[src/rtl/wb_pkg.sv]
// Writeback shared definitions: result width constants, queue entry type
// and the reset level shared with the register file.

`ifndef RST_ENABLED
`define RST_ENABLED 1'b1
`endif

package wb_pkg;

    localparam int DATA_W = 32;
    localparam int ADDR_W = 5;

    typedef struct packed {
        logic [ADDR_W-1:0] waddr;
        logic [DATA_W-1:0] wdata;
    } wb_entry_t;

endpackage

[src/rtl/wb_arbiter_if.sv]
// Writeback bus: ALU/MDU result handshakes in, register-file write port,
// pending-write mask and occupancy out. master = producers, slave = arbiter.

interface wb_arbiter_if #(
    parameter int DEPTH  = 4,
    parameter int DATA_W = wb_pkg::DATA_W,
    parameter int ADDR_W = wb_pkg::ADDR_W
);

    localparam int CNT_W = $clog2(DEPTH + 1);

    logic              alu_valid;
    logic              alu_ready;
    logic [ADDR_W-1:0] alu_waddr;
    logic [DATA_W-1:0] alu_wdata;

    logic              mdu_valid;
    logic              mdu_ready;
    logic [ADDR_W-1:0] mdu_waddr;
    logic [DATA_W-1:0] mdu_wdata;

    logic              rf_wena;
    logic [ADDR_W-1:0] rf_waddr;
    logic [DATA_W-1:0] rf_wdata;

    logic [31:0]       pend_mask;
    logic [CNT_W-1:0]  count;
    logic              empty;

    modport master (
        output alu_valid, alu_waddr, alu_wdata,
        output mdu_valid, mdu_waddr, mdu_wdata,
        input  alu_ready, mdu_ready,
        input  rf_wena, rf_waddr, rf_wdata,
        input  pend_mask, count, empty
    );

    modport slave (
        input  alu_valid, alu_waddr, alu_wdata,
        input  mdu_valid, mdu_waddr, mdu_wdata,
        output alu_ready, mdu_ready,
        output rf_wena, rf_waddr, rf_wdata,
        output pend_mask, count, empty
    );

endinterface

[src/rtl/wb_fifo2w1r.sv]
// Dual-write single-read circular buffer for writeback results.
// Ports: clk/rst; push0/entry0 (older), push1/entry1 (younger, only taken
// together with push0); pop; head, all entries, occupancy vector, count, empty.

module wb_fifo2w1r
    import wb_pkg::*;
#(
    parameter int  DEPTH   = 4,
    parameter type entry_t = wb_entry_t
) (
    input  logic                         clk,
    input  logic                         rst,
    input  logic                         push0_i,
    input  entry_t                       entry0_i,
    input  logic                         push1_i,
    input  entry_t                       entry1_i,
    input  logic                         pop_i,
    output entry_t                       head_o,
    output entry_t                       entries_o [DEPTH],
    output logic [DEPTH-1:0]             occ_o,
    output logic [$clog2(DEPTH+1)-1:0]   count_o,
    output logic                         empty_o
);

    localparam int PTR_W = $clog2(DEPTH);
    localparam int CNT_W = $clog2(DEPTH + 1);

    entry_t             mem_q [DEPTH];
    entry_t             mem_d [DEPTH];
    logic [PTR_W-1:0]   wr_ptr_q, wr_ptr_d;
    logic [PTR_W-1:0]   rd_ptr_q, rd_ptr_d;
    logic [CNT_W-1:0]   count_q, count_d;

    logic [PTR_W-1:0]   wr_ptr_p1;
    logic               dual;
    logic               pop_eff;

    assign wr_ptr_p1 = wr_ptr_q + 1'b1;
    assign dual      = push0_i && push1_i;
    assign pop_eff   = pop_i && (count_q != '0);

    always_comb begin
        mem_d    = mem_q;
        wr_ptr_d = wr_ptr_q;
        rd_ptr_d = rd_ptr_q;
        count_d  = count_q;

        if (push0_i) begin
            mem_d[wr_ptr_q] = entry0_i;
            wr_ptr_d        = wr_ptr_p1;
        end
        if (dual) begin
            mem_d[wr_ptr_p1] = entry1_i;
            wr_ptr_d         = wr_ptr_p1 + 1'b1;
        end
        if (pop_eff) begin
            rd_ptr_d = rd_ptr_q + 1'b1;
        end

        count_d = count_q
                + CNT_W'(push0_i)
                + CNT_W'(dual)
                - CNT_W'(pop_eff);
    end

    always_ff @(posedge clk or posedge rst) begin
        if (rst == `RST_ENABLED) begin
            for (int i = 0; i < DEPTH; i++) begin
                mem_q[i] <= '0;
            end
            wr_ptr_q <= '0;
            rd_ptr_q <= '0;
            count_q  <= '0;
        end else begin
            mem_q    <= mem_d;
            wr_ptr_q <= wr_ptr_d;
            rd_ptr_q <= rd_ptr_d;
            count_q  <= count_d;
        end
    end

    // Slot g is live when its distance past the read pointer is below count.
    for (genvar g = 0; g < DEPTH; g++) begin : g_occ
        logic [PTR_W-1:0] off;
        assign off      = PTR_W'(g) - rd_ptr_q;
        assign occ_o[g] = {1'b0, off} < count_q;
    end

    assign head_o    = mem_q[rd_ptr_q];
    assign entries_o = mem_q;
    assign count_o   = count_q;
    assign empty_o   = (count_q == '0);

endmodule

[src/rtl/wb_arbiter.sv]
// Writeback arbiter: merges ALU and MDU results into an in-order queue and
// retires one register-file write per cycle.
// Ports: clk, rst (async, active-high), bus (wb_arbiter_if.slave): ALU/MDU
// valid/ready/waddr/wdata in, rf_wena/rf_waddr/rf_wdata, pend_mask, count,
// empty out.

module wb_arbiter
    import wb_pkg::*;
#(
    parameter int DEPTH  = 4,
    parameter int DATA_W = wb_pkg::DATA_W,
    parameter int ADDR_W = wb_pkg::ADDR_W
) (
    input  logic         clk,
    input  logic         rst,
    wb_arbiter_if.slave  bus
);

    localparam int CNT_W = $clog2(DEPTH + 1);

    typedef struct packed {
        logic [ADDR_W-1:0] waddr;
        logic [DATA_W-1:0] wdata;
    } entry_t;

    logic [CNT_W-1:0]  count;
    logic              empty;
    entry_t            head;
    entry_t            entries [DEPTH];
    logic [DEPTH-1:0]  occ;

    logic              alu_rdy;
    logic              mdu_rdy;
    logic              alu_push;
    logic              mdu_push;
    logic              push0;
    logic              push1;
    entry_t            entry0;
    entry_t            entry1;
    entry_t            alu_ent;
    entry_t            mdu_ent;
    logic [31:0]       pend;

    // Ready looks only at the registered count and keeps two free slots
    // for the ALU so a same-cycle dual push always fits.
    assign mdu_rdy = count <= CNT_W'(DEPTH - 1);
    assign alu_rdy = count <= CNT_W'(DEPTH - 2);

    // Writes to r0 are handshaken but dropped.
    assign mdu_push = bus.mdu_valid && mdu_rdy && (bus.mdu_waddr != '0);
    assign alu_push = bus.alu_valid && alu_rdy && (bus.alu_waddr != '0);

    assign mdu_ent = '{waddr: bus.mdu_waddr, wdata: bus.mdu_wdata};
    assign alu_ent = '{waddr: bus.alu_waddr, wdata: bus.alu_wdata};

    // MDU is the older instruction, so it takes the first slot.
    always_comb begin
        push0  = mdu_push || alu_push;
        push1  = mdu_push && alu_push;
        entry0 = mdu_push ? mdu_ent : alu_ent;
        entry1 = alu_ent;
    end

    wb_fifo2w1r #(
        .DEPTH   (DEPTH),
        .entry_t (entry_t)
    ) u_fifo (
        .clk       (clk),
        .rst       (rst),
        .push0_i   (push0),
        .entry0_i  (entry0),
        .push1_i   (push1),
        .entry1_i  (entry1),
        .pop_i     (!empty),
        .head_o    (head),
        .entries_o (entries),
        .occ_o     (occ),
        .count_o   (count),
        .empty_o   (empty)
    );

    always_comb begin
        pend = '0;
        for (int i = 0; i < DEPTH; i++) begin
            if (occ[i]) begin
                pend[entries[i].waddr] = 1'b1;
            end
        end
        pend[0] = 1'b0;
    end

    // Stale slots keep old data, so the write port is masked when empty.
    assign bus.rf_wena   = !empty;
    assign bus.rf_waddr  = empty ? '0 : head.waddr;
    assign bus.rf_wdata  = empty ? '0 : head.wdata;
    assign bus.alu_ready = alu_rdy;
    assign bus.mdu_ready = mdu_rdy;
    assign bus.pend_mask = pend;
    assign bus.count     = count;
    assign bus.empty     = empty;

endmodule
[src/flat_wrapper.sv]
// flat-port wrapper written by rule: the top's interface ports become plain ports
module wb_arbiter_flat import wb_pkg::*;
#(
    parameter int DEPTH  = 4,
    parameter int DATA_W = wb_pkg::DATA_W,
    parameter int ADDR_W = wb_pkg::ADDR_W
)
  (clk, rst, bus_alu_valid, bus_alu_waddr, bus_alu_wdata, bus_mdu_valid, bus_mdu_waddr, bus_mdu_wdata, bus_alu_ready, bus_mdu_ready, bus_rf_wena, bus_rf_waddr, bus_rf_wdata, bus_pend_mask, bus_count, bus_empty);
  wb_arbiter_if #(.DEPTH(DEPTH), .DATA_W(DATA_W), .ADDR_W(ADDR_W)) bus_i ();
  input  logic clk;
  input  logic rst;
  input wire logic [$bits(bus_i.alu_valid)-1:0] bus_alu_valid;
  input wire logic [$bits(bus_i.alu_waddr)-1:0] bus_alu_waddr;
  input wire logic [$bits(bus_i.alu_wdata)-1:0] bus_alu_wdata;
  input wire logic [$bits(bus_i.mdu_valid)-1:0] bus_mdu_valid;
  input wire logic [$bits(bus_i.mdu_waddr)-1:0] bus_mdu_waddr;
  input wire logic [$bits(bus_i.mdu_wdata)-1:0] bus_mdu_wdata;
  output wire logic [$bits(bus_i.alu_ready)-1:0] bus_alu_ready;
  output wire logic [$bits(bus_i.mdu_ready)-1:0] bus_mdu_ready;
  output wire logic [$bits(bus_i.rf_wena)-1:0] bus_rf_wena;
  output wire logic [$bits(bus_i.rf_waddr)-1:0] bus_rf_waddr;
  output wire logic [$bits(bus_i.rf_wdata)-1:0] bus_rf_wdata;
  output wire logic [$bits(bus_i.pend_mask)-1:0] bus_pend_mask;
  output wire logic [$bits(bus_i.count)-1:0] bus_count;
  output wire logic [$bits(bus_i.empty)-1:0] bus_empty;
  assign bus_i.alu_valid = bus_alu_valid;
  assign bus_i.alu_waddr = bus_alu_waddr;
  assign bus_i.alu_wdata = bus_alu_wdata;
  assign bus_i.mdu_valid = bus_mdu_valid;
  assign bus_i.mdu_waddr = bus_mdu_waddr;
  assign bus_i.mdu_wdata = bus_mdu_wdata;
  assign bus_alu_ready = bus_i.alu_ready;
  assign bus_mdu_ready = bus_i.mdu_ready;
  assign bus_rf_wena = bus_i.rf_wena;
  assign bus_rf_waddr = bus_i.rf_waddr;
  assign bus_rf_wdata = bus_i.rf_wdata;
  assign bus_pend_mask = bus_i.pend_mask;
  assign bus_count = bus_i.count;
  assign bus_empty = bus_i.empty;
  wb_arbiter #(.DEPTH(DEPTH), .DATA_W(DATA_W), .ADDR_W(ADDR_W)) u_core (.clk(clk), .rst(rst), .bus(bus_i));
endmodule
[config.mk]
export PLATFORM = sky130hd
export DESIGN_NAME = wb_arbiter_flat
export DESIGN_NICKNAME = d
export VERILOG_FILES = /design/src/rtl/wb_pkg.sv /design/src/rtl/wb_arbiter_if.sv /design/src/rtl/wb_fifo2w1r.sv /design/src/rtl/wb_arbiter.sv /design/src/flat_wrapper.sv
export SDC_FILE = /design/constraint.sdc
export NUM_CORES = 1
export LEC_CHECK = 0
export CAP_MARGIN = 15
export CORE_UTILIZATION = 50
export CTS_CLUSTER_SIZE = 25
export DETAILED_ROUTE_END_ITERATION = 8
export GPL_TIMING_DRIVEN = 0
export PLACE_DENSITY = 0.75
export SKIP_CTS_REPAIR_TIMING = 1
export SLEW_MARGIN = 20
export SYNTH_ARGS = -nofsm -noshare
export SYNTH_HDL_FRONTEND = slang
export SYNTH_SLANG_ARGS = --single-unit
[constraint.sdc]
create_clock -name clk -period 6.72 [get_ports clk]
set_clock_uncertainty 0.05 [all_clocks]
set_input_delay 2.016 -clock clk [delete_from_list [all_inputs] [get_ports clk]]
set_output_delay 2.016 -clock clk [all_outputs]
set_load 0.05 [all_outputs]
==> impl_metrics.csv, run 1 <==
group,metric,value,unit
status,outcome,"finished clean",
pwr,power_density,605,nW/um2
pwr,p_int,0.00393,W
cells_and_area,finish.utilization,65.2,%
timing,rsz0062_at_grt,"false",
worst_hold_path,hold_path.startpoint,"u_core.u_fifo.entries_o[50]",
timing,tightest_slew,0.840,ns
worst_setup_path,cp_top_family,"buffers and inverters",
timing,max_slew_margin,43.2,%
placed_design,io_buffer_count,152,
worst_setup_path,cp-start-kind,"flop",
clock_tree,clkSinkCount,155,
clock_tree,cts_tree,"done",
detailed_routing,drt_iter0_drc,1051,
grt,antenna_found_initial,0,
pwr,leakagePower,5.51,nW
synthesis,synth_edf_count,0,
floorplanning,die_h,142,um
cells_and_area,antenna_cells,0,
clock_tree,cts_root_buf,"clkbuf_16",
synthesis,async_flop_share,100,%
synthesis,synth.net_count,967,
synthesis,yosysMostFrequentCell,"dfrtp_1",
floorplanning,start_util,51.8,%
pwr,irDropWorstVdd,0.406,mV
grt,grt_max_degree,94,
worst_setup_path,worstPathMaxFanout,10,
timing,fmax,158,MHz
timing,slew_viol_final,0,
cells_and_area,final_nets,1139,
clock_tree,path_clk_slew,0.07,ns
timing,final.min_clock_period,6.34,ns
grt,grt_pass1_vias,9115,
timing,post-route-period-util,94.4,%
grt,grt_usage,34.3,%
worst_setup_path,worst-path-buf-inv,4,
floorplanning,ios,154,
worst_setup_path,path_cells,"clkbuf_1 > clkdlybuf4s15_1 > xnor2_2 > inv_1 > ha_1 > nor2b_1 > a2111oi_4 > a32oi_1 > o221ai_1 > clkdlybuf4s50_1",
synthesis,seq_area_frac_synth,39.5,%
synthesis,yosysUniqueCellTypes,53,
detailed_routing,num_vias,9058,
flow_run,maxCapViolCount,0,
detailed_routing,firstDrtPassIters,6,
floorplanning,dieArea,20200,um2
clock_tree,cts_max_path_buffers,2,
grt,grt_pass1_wl,52.0,mm
worst_setup_path,arrival,4.28,ns
clock_tree,htree_levels,4,
detailed_routing,drc,0,
pwr,seq_power_share,22.4,%
placed_design,dpl.hpwl,22.8,mm
synthesis,yosysTopAreaCellShare,39.5,%
placed_design,place_congestion,1.01,
synthesis,ys_ff_latch,155,
floorplanning,die_x,142,um
worst_hold_path,hp-class,"reg -> reg",
synthesis,avgSynthCellArea,11.3,um2
synthesis,synth.area.top_cells,"dfrtp_1 39%, a221o_1 13%, and3_1 9.4%, mux4_2 8.5%, nor2b_1 3.4%",
pwr,combPwrFrac,64.0,%
clock_tree,numCtsBuffers,17,
synthesis,synth_flop_cell,"dfrtp_1",
cells_and_area,stdcell_area,12400,um2
cells_and_area,register_area,3880,um2
cells_and_area,drive_above_1_share,13.9,%
worst_setup_path,cp-end-kind,"output pin",
floorplanning,core_area,19000,um2
cells_and_area,multiInputGateArea,5330,um2
synthesis,netlist.top_cell.by_area,"dfrtp_1",
pwr,p_clk_share,13.6,%
pwr,p_sw_share,47.5,%
synthesis,yosys_warnings,0,
synthesis,synth_commonest_cells,"155 x dfrtp_1, 148 x and3_1, 126 x a221o_1",
worst_setup_path,slowest_stage,"clkdlybuf4s50_1",
detailed_routing,viasPerCell,6.89,
synthesis,syn_inst,869,
worst_setup_path,critPathRequiredTime,4.65,ns
timing,hold_violations,0,
detailed_routing,wl_per_cell,25.6,um
floorplanning,rows,50,
detailed_routing,routed_wl,33.6,mm
placed_design,placed_cell_area,11700,um2
placed_design,preCtsSetupSlack,0.514,ns
clock_tree,worstSkewPairLatency,0.43,ns
cells_and_area,area_growth,25.8,%
timing,setup_viol,0,
timing,tns,0,ns
worst_setup_path,critPathKind,"reg -> out",
worst_setup_path,slowest_delay,0.86,ns
pwr,switching_power,0.00355,W
timing,setup_slack,0.375,ns
cells_and_area,fillers,1483,
grt,overflow,0,
worst_setup_path,critPathLaunch,"u_core.u_fifo.rd_ptr_q[0]",
synthesis,syn_area,9820,um2
worst_setup_path,worst_r2r_startpoint,"u_core.u_fifo.count_o[2]",
detailed_routing,postRouteAntennaNets,0,
[power groups by stage]
| stage | Clock [W] | Combinational [W] | Sequential (W) |
|---|---|---|---|
| 5_1_grt | 0.00106 | 0.00506 | 0.00171 |
| 6_report | 0.00102 | 0.00479 | 0.00167 |
| 4_1_cts | 0.00102 | 0.00471 | 0.00165 |
| 3_3_place_gp | 0 | 0.00462 | 0.00165 |
| 2_1_floorplan | 0 | 0.00339 | 0.00158 |
| 3_5_place_dp | 0 | 0.00469 | 0.00165 |
[final cells by class]
type                            count  share of cell area [%]
Tap cell                          260                    2.63
Sequential cell                   155                    31.4
Clock inverter                     14                    1.48
Timing Repair Buffer              153                    12.5
Multi-Input combinational cell    598                    43.1
Clock buffer                       18                    3.55
Inverter                           29                    1.04
Buffer                             87                    4.28
[cells in the final DEF, fill, tap and decap left out, drive strengths merged, types with 4 or more instances in the layout]
cell | Yosys | layout
inv | 28 | 33
xnor2 | 4 | 4
nand3b | 8 | 8
o2111ai | 5 | 5
nand2b | 13 | 13
o21ai | 8 | 8
nor2 | 13 | 13
ha | 18 | 18
a211oi | 4 | 4
and2 | 4 | 4
or2b | 4 | 4
dfrtp | 155 | 155
o22a | 8 | 8
a221o | 150 | 150
mux4 | 37 | 37
nand2 | 20 | 20
clkdlybuf4s50 | 0 | 152
nor2b | 53 | 53
o221ai | 29 | 29
a31oi | 4 | 4
or3b | 4 | 4
nand3 | 7 | 7
nand4 | 7 | 7
clkbuf | 53 | 71
and3 | 148 | 148
buf | 34 | 34
o22ai | 6 | 6
clkinv | 1 | 6
a22oi | 15 | 15
[through the flow]
| stage | hold WS (ns) | cells | power (W) |
|---|---|---|---|
| 2_1_floorplan | 0.486 | 869 | 0.00497 |
| 3_3_place_gp | 0.530 | 1281 | 0.00626 |
| 3_5_place_dp | 0.527 | 1282 | 0.00634 |
| 4_1_cts | 0.558 | 1314 | 0.00738 |
| 5_1_grt | 0.570 | 1314 | 0.00784 |
| 6_report | 0.558 | 1314 | 0.00748 |
[routing by layer]
| layer | wire [um] | track usage, % | vias up |
|---|---|---|---|
| met5 | 0 | 0 | - |
| met1 | 14000 | 47.4 | 4506 |
| li1 | - | - | 3865 |
| met3 | 3150 | 6.59 | 67 |
| met2 | 15700 | 53.5 | 620 |
| met4 | 748 | 13.1 | 0 |
[registers in the layout, summed over array words and instances, names as in the netlist]
name                     flops
u_core.u_fifo.count_o        3
u_core.u_fifo.entries_o    148
u_core.u_fifo.rd_ptr_q       2
u_core.u_fifo.wr_ptr_q       2
[final timing paths]
check | end | slack, ns | depth (start not counted)
min | u_core.u_fifo.entries_o[50] | 0.56 | 2
min reg2reg | u_core.u_fifo.entries_o[50] | 0.56 | 2
max reg2reg | u_core.u_fifo.entries_o[98] | 3.13 | 13
min in group asynchronous | u_core.u_fifo.entries_o[63] | 1.95 | 2
max | bus_pend_mask[21] | 0.38 | 10
max in group asynchronous | u_core.u_fifo.entries_o[21] | 3.86 | 3
[cell families after synthesis]
logic type               count (synthesis)  share of synthesized area [%]
AO/OA/AOI/OAI                          240                           23.4
XOR/XNOR                                 4                          0.357
adder cells (fa/ha/maj)                 20                           2.70
buffers and inverters                  116                           6.56
flip-flops                             155                           39.5
multiplexers                            37                           8.48
other                                    1                         0.0382
AND/OR/NAND/NOR                        296                           19.0
[worst min-delay path, stage by stage, from the launching register on]
cell	delay, ns
dfrtp_1	0.33
and3_1	0.14
a221o_1	0.10
Note: power is estimated with default switching activity, not from simulation.
==> run 2, diff against run 1 <==
Settings changed: CAP_MARGIN 15 to default, CORE_MARGIN from default to 3, SLEW_MARGIN 20 to 0.
==> run 2 against run 1 <==
Critical path type unchanged. Sequential power hardly changed. Critical path depth shrank 1. Count of clock-buffer cells in the layout unchanged. Non-clock buffer count did not move. Register-to-register slack got worse by 0.11 ns. Wire length is 1.4% higher. Worst hold slack better by 0.0014 ns. Total power fell by 0.41%. Die area up 5.7%.
==> impl_metrics.csv, run 2 (synthesis gave the netlist of run 1 again) <==
group,metric,value,unit
status,outcome,"finished clean",
worst_setup_path,cp_top_family,"buffers and inverters",
timing,rsz0062_at_grt,"false",
floorplanning,die_h,146,um
worst_setup_path,arrival,4.42,ns
grt,grt_use_met1,43.1,%
detailed_routing,wl_per_cell,25.9,um
pwr,leakagePower,5.49,nW
worst_setup_path,r2r_slack,3.02,ns
floorplanning,ios,154,
worst_setup_path,worst-path-buf-inv,3,
cells_and_area,finish.utilization,64.8,%
timing,final.min_clock_period,6.49,ns
clock_tree,path_clk_slew,0.07,ns
timing,tns,0,ns
detailed_routing,drc,0,
clock_tree,htree_levels,4,
grt,overflow,0,
timing,max_slew_margin,47.5,%
worst_setup_path,worst_r2r_startpoint,"u_core.u_fifo.count_o[2]",
cells_and_area,final_nets,1139,
worst_setup_path,cp-start-kind,"flop",
cells_and_area,largest_reg_flops,148,
grt,antenna_found_initial,1,
grt,grt_pass1_vias,9193,
cells_and_area,layout_common_cells,"155 x dfrtp_1, 152 x clkdlybuf4s50_1, 148 x and3_1, 126 x a221o_1",
cells_and_area,final_common_cell,"dfrtp_1",
placed_design,placed_cells,1282,
timing,post-route-period-util,96.5,%
flow_run,maxCapViolCount,0,
detailed_routing,firstDrtPassIters,6,
timing,tightest_slew,0.776,ns
floorplanning,core_area,19000,um2
detailed_routing,routed_wl,34.0,mm
detailed_routing,postRouteAntennaNets,0,
clock_tree,cts_root_buf,"clkbuf_16",
floorplanning,rows,50,
floorplanning,dieArea,21400,um2
grt,busiest_layer,"met2",
grt,grt_util_met3,7.14,%
worst_hold_path,hold_path.startpoint,"u_core.u_fifo.entries_o[50]",
worst_setup_path,path_cells,"clkbuf_1 > clkdlybuf4s15_1 > xnor2_1 > ha_1 > nor2b_1 > a2111oi_2 > a22oi_1 > o221ai_1 > clkdlybuf4s50_1",
timing,slew_viol_final,0,
placed_design,dpl.hpwl,23.0,mm
pwr,power_density,604,nW/um2
placed_design,io_buffer_count,152,
clock_tree,worstSkewPairLatency,0.43,ns
worst_setup_path,worstPathMaxFanout,10,
detailed_routing,num_vias,9205,
clock_tree,numCtsBuffers,17,
grt,grt_max_degree,81,
clock_tree,clkSinkCount,155,
timing,setup_viol,0,
clock_tree,cts_max_path_buffers,2,
cells_and_area,drive_above_1_share,13.9,%
grt,grt_pass1_wl,52.5,mm
cells_and_area,area_growth,25.5,%
grt,grt_usage,31.0,%
worst_setup_path,endpoint,"bus_pend_mask[22]",
placed_design,place_congestion,0.962,
floorplanning,die_x,146,um
worst_setup_path,r2r_end,"u_core.u_fifo.entries_o[25]",
timing,hold_violations,0,
worst_hold_path,hold_depth,2,
cells_and_area,fin_cells,1314,
floorplanning,start_util,51.7,%
timing,fmax,154,MHz
worst_setup_path,slowest_delay,0.86,ns
worst_setup_path,critPathKind,"reg -> out",
detailed_routing,viasPerCell,7.01,
worst_setup_path,critPathLaunch,"u_core.u_fifo.rd_ptr_q[0]",
worst_setup_path,r2r_cells,13,
detailed_routing,drt_iter0_drc,1166,
worst_setup_path,cp-end-kind,"output pin",
worst_setup_path,path_depth,9,
cells_and_area,antenna_cells,0,
worst_hold_path,hp-class,"reg -> reg",
worst_setup_path,slowest_stage,"clkdlybuf4s50_1",
worst_setup_path,critPathRequiredTime,4.65,ns
grt,grt_use_met2,48.5,%
pwr,irDropWorstVdd,0.366,mV
clock_tree,cts_tree,"done",
-- run 2: area by class of cell --
cell class | count | area (um2)
Tap cell | 260 | 325
Buffer | 87 | 529
Timing Repair Buffer | 153 | 1550
Fill cell | 1529 | 6690
Clock inverter | 14 | 159
Inverter | 29 | 126
Sequential cell | 155 | 3880
Clock buffer | 18 | 439
Multi-Input combinational cell | 598 | 5320
-- run 2: stage by stage --
stage | hold slack [ns] | cell area, um2 | total power, W | setup WS, ns
CTS | 0.559 | 12300 | 0.00736 | -0.290
finish | 0.559 | 12300 | 0.00744 | 0.232
global placement | 0.530 | 11700 | 0.00627 | -1.59
detailed placement | 0.531 | 11700 | 0.00634 | 0.194
global route | 0.585 | 12300 | 0.00779 | 0.0390
floorplan | 0.486 | 9820 | 0.00497 | 0.476
-- run 2: worst register-to-register path: stages, from the launching register on --
cell and delay [ns]:
dfrtp_1 0.49, buf_2 0.27, inv_1 0.13, ha_1 0.20
nand3b_1 0.14, o211a_1 0.18, buf_6 0.19, ha_1 0.16
clkbuf_1 0.29, nand2_1 0.13, clkbuf_1 0.37, clkbuf_1 0.40
and3_1 0.30, a221o_1 0.27
-- run 2: metal layers --
| metal | share of wire [%] | up-vias |
|---|---|---|
| li1 | - | 3865 |
| met1 | 39 | 4539 |
| met2 | 47 | 720 |
| met3 | 11 | 79 |
| met4 | 2.3 | 2 |
| met5 | 0.038 | - |
-- run 2: how the worst min path moves through the flow --
stage / endpoint
global placement: u_core.u_fifo.entries_o[4]
CTS: u_core.u_fifo.entries_o[6]
floorplan: u_core.u_fifo.wr_ptr_q[1]
detailed placement: u_core.u_fifo.entries_o[89]
global route: u_core.u_fifo.entries_o[66]
finish: u_core.u_fifo.entries_o[50]
-- run 2: where the power goes --
group / internal, W / switching (W) / total, W / leakage, nW
combinational: 0.00198 / 0.00281 / 0.00478 / 3.26
clock: 0.000565 / 0.000425 / 0.000989 / 0.282
sequential: 0.00137 / 0.000298 / 0.00167 / 1.94
total: 0.00391 / 0.00353 / 0.00744 / 5.49
